==> src/rtl/hazard_fwd_unit.sv <==
// Hazard/forwarding controller: tracks destination registers through EX/MEM/WB,
// drives the EX operand forwarding selects and the load-use stall.
module hazard_fwd_unit #(
  parameter int CNT_W = 16
) (
  input  logic             clk,
  input  logic             rst_n,
  input  logic             id_valid,
  input  logic [4:0]       id_rs,
  input  logic [4:0]       id_rt,
  input  logic             id_use_rs,
  input  logic             id_use_rt,
  input  logic [4:0]       id_dest,
  input  logic             id_wen,
  input  logic             id_is_load,
  input  logic             flush,
  output logic             stall,
  output logic [1:0]       fwd_a_sel,
  output logic [1:0]       fwd_b_sel,
  output logic [CNT_W-1:0] stall_cnt
);

  typedef struct packed {
    logic       valid;
    logic [4:0] dest;
    logic       wen;
    logic       is_load;
  } rec_t;

  // The load flag is irrelevant once a producer has reached WB.
  typedef struct packed {
    logic       valid;
    logic [4:0] dest;
    logic       wen;
  } wb_rec_t;

  rec_t    r_ex, r_mem;
  wb_rec_t r_wb;

  logic       w_ex_a, w_ex_b, w_mem_a, w_mem_b, w_wb_a, w_wb_b;
  logic       w_load;
  logic [1:0] w_sel_a, w_sel_b;

  function automatic logic hit(input logic v, input logic w, input logic [4:0] d,
                               input logic [4:0] r, input logic u);
    return v && w && (d == r) && (r != 5'd0) && u;
  endfunction

  always_comb begin
    w_ex_a  = hit(r_ex.valid,  r_ex.wen,  r_ex.dest,  id_rs, id_use_rs);
    w_ex_b  = hit(r_ex.valid,  r_ex.wen,  r_ex.dest,  id_rt, id_use_rt);
    w_mem_a = hit(r_mem.valid, r_mem.wen, r_mem.dest, id_rs, id_use_rs);
    w_mem_b = hit(r_mem.valid, r_mem.wen, r_mem.dest, id_rt, id_use_rt);
    w_wb_a  = hit(r_wb.valid,  r_wb.wen,  r_wb.dest,  id_rs, id_use_rs);
    w_wb_b  = hit(r_wb.valid,  r_wb.wen,  r_wb.dest,  id_rt, id_use_rt);
  end

  assign stall  = id_valid & ~flush & r_ex.is_load & (w_ex_a | w_ex_b);
  assign w_load = id_valid & ~stall & ~flush;

  // Youngest producer wins; the select names where the value sits once the
  // consumer has moved into EX, one stage further down than now.
  always_comb begin
    w_sel_a = 2'd0;
    if (w_ex_a)       w_sel_a = 2'd1;
    else if (w_mem_a) w_sel_a = 2'd2;
    else if (w_wb_a)  w_sel_a = 2'd3;
    w_sel_b = 2'd0;
    if (w_ex_b)       w_sel_b = 2'd1;
    else if (w_mem_b) w_sel_b = 2'd2;
    else if (w_wb_b)  w_sel_b = 2'd3;
  end

  always_ff @(posedge clk or negedge rst_n) begin
    if (!rst_n) begin
      r_ex      <= '0;
      r_mem     <= '0;
      r_wb      <= '0;
      fwd_a_sel <= 2'd0;
      fwd_b_sel <= 2'd0;
      stall_cnt <= '0;
    end else begin
      r_mem <= r_ex;
      r_wb  <= '{valid: r_mem.valid, dest: r_mem.dest, wen: r_mem.wen};
      if (w_load) begin
        r_ex      <= '{valid: 1'b1, dest: id_dest, wen: id_wen, is_load: id_is_load};
        fwd_a_sel <= w_sel_a;
        fwd_b_sel <= w_sel_b;
      end else begin
        r_ex      <= '0;
        fwd_a_sel <= 2'd0;
        fwd_b_sel <= 2'd0;
      end
      if (stall && (stall_cnt != '1))
        stall_cnt <= stall_cnt + CNT_W'(1);
    end
  end

endmodule

==> config.mk <==
export PLATFORM = sky130hd
export DESIGN_NAME = hazard_fwd_unit
export DESIGN_NICKNAME = d
export VERILOG_FILES = /design/src/rtl/hazard_fwd_unit.sv
export SDC_FILE = /design/constraint.sdc
export NUM_CORES = 1
export LEC_CHECK = 0
export ABC_AREA = 1
export BUFFER_PORTS_ARGS = -buffer_cell sky130_fd_sc_hd__buf_4
export CELL_PAD_IN_SITES_DETAIL_PLACEMENT = 1
export CELL_PAD_IN_SITES_GLOBAL_PLACEMENT = 1
export CORE_MARGIN = 4
export CORE_UTILIZATION = 40
export DETAILED_ROUTE_END_ITERATION = 8
export GPL_ROUTABILITY_DRIVEN = 0
export PLACE_DENSITY = 0.82
export SLEW_MARGIN = 20
export SYNTH_ARGS = -nofsm -noshare
export SYNTH_HDL_FRONTEND = slang
export SYNTH_SLANG_ARGS = --single-unit
==> constraint.sdc <==
create_clock -name clk -period 2.42 [get_ports clk]
set_input_delay 0.242 -clock clk [delete_from_list [all_inputs] [get_ports clk]]
set_output_delay 0.242 -clock clk [all_outputs]
set_load 0.01 [all_outputs]
# ---- After elaboration in Yosys (flattened, before gate mapping)
# Index checks and enable logic that the tools add are counted.
dict set report totals {
  wordCells 62
  in_bits 23
  out_inout_bits 21
  reg_bits 42
}
dict set report classes {
  n_bitwise 8
  addsub 1
  n_eq_ne 7
  mux 9
  n_reduce_logical 24
}
# cell n
set op_table {}
lappend op_table {{$eq A5 B5 Y1} 6}
lappend op_table {{$logic_and A1 B1 Y1} 22}
lappend op_table {{$add A16 B1 Y16 const B} 1}
lappend op_table {{$mux W2} 8}
lappend op_table {{$ne A16 B16 Y1 const B} 1}
lappend op_table {{$reduce_bool A5 Y1} 2}
lappend op_table {{$mux W8} 1}
lappend op_table {{$and A1 B1 Y1} 5}
lappend op_table {{$not A1 Y1} 2}
lappend op_table {{$or A1 B1 Y1} 1}

# ---- Depth between registers and ports, before layout
dict set report depth {
  depth_word 10
  depth_mapped 11
  depth_no_buf 10
}

# ---- Worst setup path after synthesis
# OpenSTA, ideal clock, no wires.
dict set report synth_path {
  path_type {register to register}
  start {register stall_cnt[0]}
  end {register stall_cnt[3]}
  period_less_slack_ns 1.579
  stages_incl_launch_ff 11
  slack_ns 0.841
  required_ns 2.303
  arrival_time_ns 1.462
  path_buffers 1
  setup_time_ns 0.117
  cell_sequence {dfrtp_1 -> ha_1 -> nand3_1 -> inv_1 -> nand3_1 -> nor2_2 -> buf_4 -> nor2_1 -> nand3_1 -> nand2_1 -> nand2_1}
}
dict set report synth_via {
  elab_chain_cells 2
  elab_cells_between_ends 3
  classes_between {1 x add/sub; 1 x eq/ne; 1 x reduce/logical}
}
# item line
set synth_lines {}
lappend synth_lines {{from (decl)} 20} ;# output logic [CNT_W-1:0] stall_cnt
lappend synth_lines {{from (signal assigned)} 95} ;# stall_cnt <= stall_cnt + CNT_W'(1);
lappend synth_lines {{parallel branches: the longest is 2 deep, another holds $add A16 B1 Y16} n/a}
# Several ways; the timed one is not identified.
# A chain may end at the register's enable or synchronous reset.

# ---- Worst setup path in the final report
dict set report layout_path {
  start {register r_ex[3] in the netlist's numbering}
  end {output port stall}
}
dict set report layout_via {
  elab_chain_cells 6
  elab_cells_between_ends 10
  classes_between {2 x eq/ne; 2 x bitwise; 6 x reduce/logical}
}
# item line
set layout_lines {}
lappend layout_lines {{from (decl)} 37} ;# rec_t r_ex, r_mem;
lappend layout_lines {{from (signal assigned)} 86} ;# r_ex <= '{valid: 1'b1, dest: id_dest, wen: id_wen, is_load: id_is_load};
lappend layout_lines {{$eq A5 B5 Y1} 46} ;# return v && w && (d == r) && (r != 5'd0) && u;
lappend layout_lines {{$logic_and A1 B1 Y1 (3 in a row)} 46}
lappend layout_lines {{$or A1 B1 Y1 (*)} 58} ;# assign stall = id_valid & ~flush & r_ex.is_load & (w_ex_a | w_ex_b);
lappend layout_lines {{$and A1 B1 Y1 (*)} 58}
lappend layout_lines {{to (decl)} 17} ;# output logic stall,
# Mark *: on every way between the ends. The rest lies on a longest branch, timed or not.

==> metrics <==
outcome completed; relative slew slack 0.6327; DIE AREA 7316 um2; Post-Syn Nets 353; Residual DRC 0; final setup fails 0; number of DRC markers in iteration 0 95; #FFs+latches synth 42; RSZ-0062 raised after global routing false; Mapped Area ~2400 um2; fmax roughly 0.48 GHz; n_diodes 0; Avg WL per Cell 14.29 um; chip height 85.54 um; Seq/Total Area, Yosys 0.4370; FP Rows 27; Die X 85.54 um; drt pass-1 iters 4; Max VDD drop 289.7 uV; Slew Limit Fails 0; Worst Path Max Fanout 21; Hold Crit Class in -> reg; Worst Skew 9.440 ps; share of cells above drive strength 1 0.1707; Area Growth Syn to Fin 19.77%; CTS tree built; Routed WL ~6400 um; Worst Path Buf+Inv 2; # Max-Cap Violations 0; grt ovf 0; first-pass GRT wire length 11070 um; total leakage power 1.458 nW; Root Buffer clkbuf_8; CP Data Arrival Time around 1900 ps; Unique masters post-synth 22; CP Capture Type primary output; Post-Synthesis Cells ~330; setup bufs post-CTS 0; htree depth 2; delay-heaviest family, CP simple AND/OR/NAND/NOR gates; vias in the first global route 2359; critical path required time 2180 ps; antenna viol nets, final 0; TritonCTS Sinks 42; Worst-Margin Slew between 500 and 600 ps; Final Core Density 0.5075; Avg Cell Area, Syn between 7 and 8 um2; largest net degree at the start of global routing 43; most used cell, CP nand2_2; core area about 5700 um2; Worst-Skew Late Latency 300 ps; yosys synthesis warning count 0; Critical Path Source Type register; initial antenna violation count 0; I/O Buffers 43; Crit Path Class reg -> out; final hold vios 0; DP HPWL approximately 4900 um; clock transition at the registers of the reported paths 100 ps; max incr delay on CP 430 ps; Total Routing Usage GR 0.1877; slowest stage cell on the critical path dfrtp_1; DR vias 2222; CTS Buffer Depth 2; fin crit period 2092 ps; PwrDens 469.6 nW/um2; Starting Density 0.4237; cts bufs inserted 5; Final Net Count around 400; sequence of cells on the critical path xnor2_1 > nand2_1 > nor2_1 > nand2_2 > nand2_2 > nand2_2 > inv_1 > buf_4; I/O pin cnt 44; CTS resizes 0; Power Total 1.353 mW; cts hold-fix bufs 1; vias per cell 4.971; period utilization 0.8644; setup_tns 0 ps
[cells in the mapped netlist, drive strengths merged]
cell type  instances  area share
ha                 1      0.0052
a21oi              1      0.0021
xor2              12       0.044
clkbuf             1      0.0016
nor3               4       0.010
nand4             23       0.060
buf                7       0.023
nand3             23       0.048
xnor2              8       0.029
dfrtp             42        0.44
nor2              57       0.093
nand2             94        0.15
or2                2      0.0052
inv               48       0.075
a21boi             3      0.0094
o21ai              3      0.0062
[through the flow]
step | hold slack, ps | worst slack, ps | instances | cell area (um2)
6_report | 146.9 | 328.1 | 447 | 2880
5_1_grt | 141.4 | 89.59 | 447 | 2880
4_1_cts | 138.2 | 311.4 | 447 | 2880
3_5_place_dp | 266.2 | 552.9 | 438 | 2775
3_3_place_gp | 260.0 | 635.5 | 438 | 2775
2_1_floorplan | -53.59 | 840.8 | 329 | 2405
[metal layers]
| metal | GRT usage | share of wire | routed length, um |
|---|---|---|---|
| met5 | 0 | 0 | 0 |
| met4 | 0.03022 | 0.0042 | 27 |
| met3 | 0.03266 | 0.034 | 220 |
| met2 | 0.3079 | 0.48 | 3063 |
| met1 | 0.2643 | 0.48 | 3075 |
[placed cells by master, fill, tap and decap left out]
cell type,synthesis,layout
a21boi_0,3,3
a21oi_1,1,1
buf_4,1,45
clkbuf_8,0,5
dfrtp_1,42,42
dlygate4sd3_1,0,1
ha_1,1,1
inv_1,48,48
inv_6,0,3
nand2_1,90,90
nand2_2,4,4
nand3_1,23,23
nand4_1,23,23
nor2_1,53,52
nor2_2,4,5
nor3_1,3,3
nor3_2,1,1
o21ai_0,3,3
or2_0,1,1
or2_2,1,1
xnor2_1,8,8
xor2_1,12,12
[report_power, final]
part | switching [mW] | total, mW | leakage (nW) | internal, mW
registers | 0.0132 | 0.729 | 0.574 | 0.716
logic | 0.0752 | 0.129 | 0.834 | 0.0543
clock network | 0.279 | 0.494 | 0.0495 | 0.215
[path summary, 6_finish.rpt]
kind	from	end	slack, ps	cells after the start
setup / recovery	r_ex[3]$_DFF_PN0_	stall	330	8
hold / removal	id_dest[1]	r_ex[3]$_DFF_PN0_	150	3
setup reg to reg	stall_cnt[0]$_DFFE_PN0P_	stall_cnt[6]$_DFFE_PN0P_	530	8
hold reg to reg	r_mem[7]$_DFF_PN0_	r_wb[6]$_DFF_PN0_	380	0
max in group asynchronous	rst_n	stall_cnt[3]$_DFFE_PN0P_	1570	2
min in group asynchronous	rst_n	r_wb[1]$_DFF_PN0_	470	2
[cell type report]
class,instances,area [um2]
sequential,42,1051
tap,72,90.09
timing repair buffer,46,347.8
fill,746,2795
clock inverter,3,26.28
inverter,48,180.2
clock buffer,5,68.82
multi-input combinational,231,1116
[cells by family (layout without fill, tap and decap cells)]
logic type	after synthesis	count (layout)	synth area share
adders and majority gates	1	1	0.005202
DFF	42	42	0.4370
and+or+nand+nor	203	203	0.3673
xor gates and xnor gates	20	20	0.07284
buffers and inverters	56	102	0.09989
AOI/OAI and AO/OA	7	7	0.01769
[state kept, by name, indices dropped and copies added, names as in the netlist]
name / flops
fwd_a_sel: 2
fwd_b_sel: 2
r_ex: 8
r_mem: 7
r_wb: 7
stall_cnt: 16
[worst reg2reg max path: stages (launching register included)]
cell	delay, ps
dfrtp_1	430
ha_1	210
nand3_1	140
inv_1	120
nand3_1	130
nor2_2	430
nor2_1	140
nand4_1	130
nand2_1	60
Power figures use the tool's default switching activity.
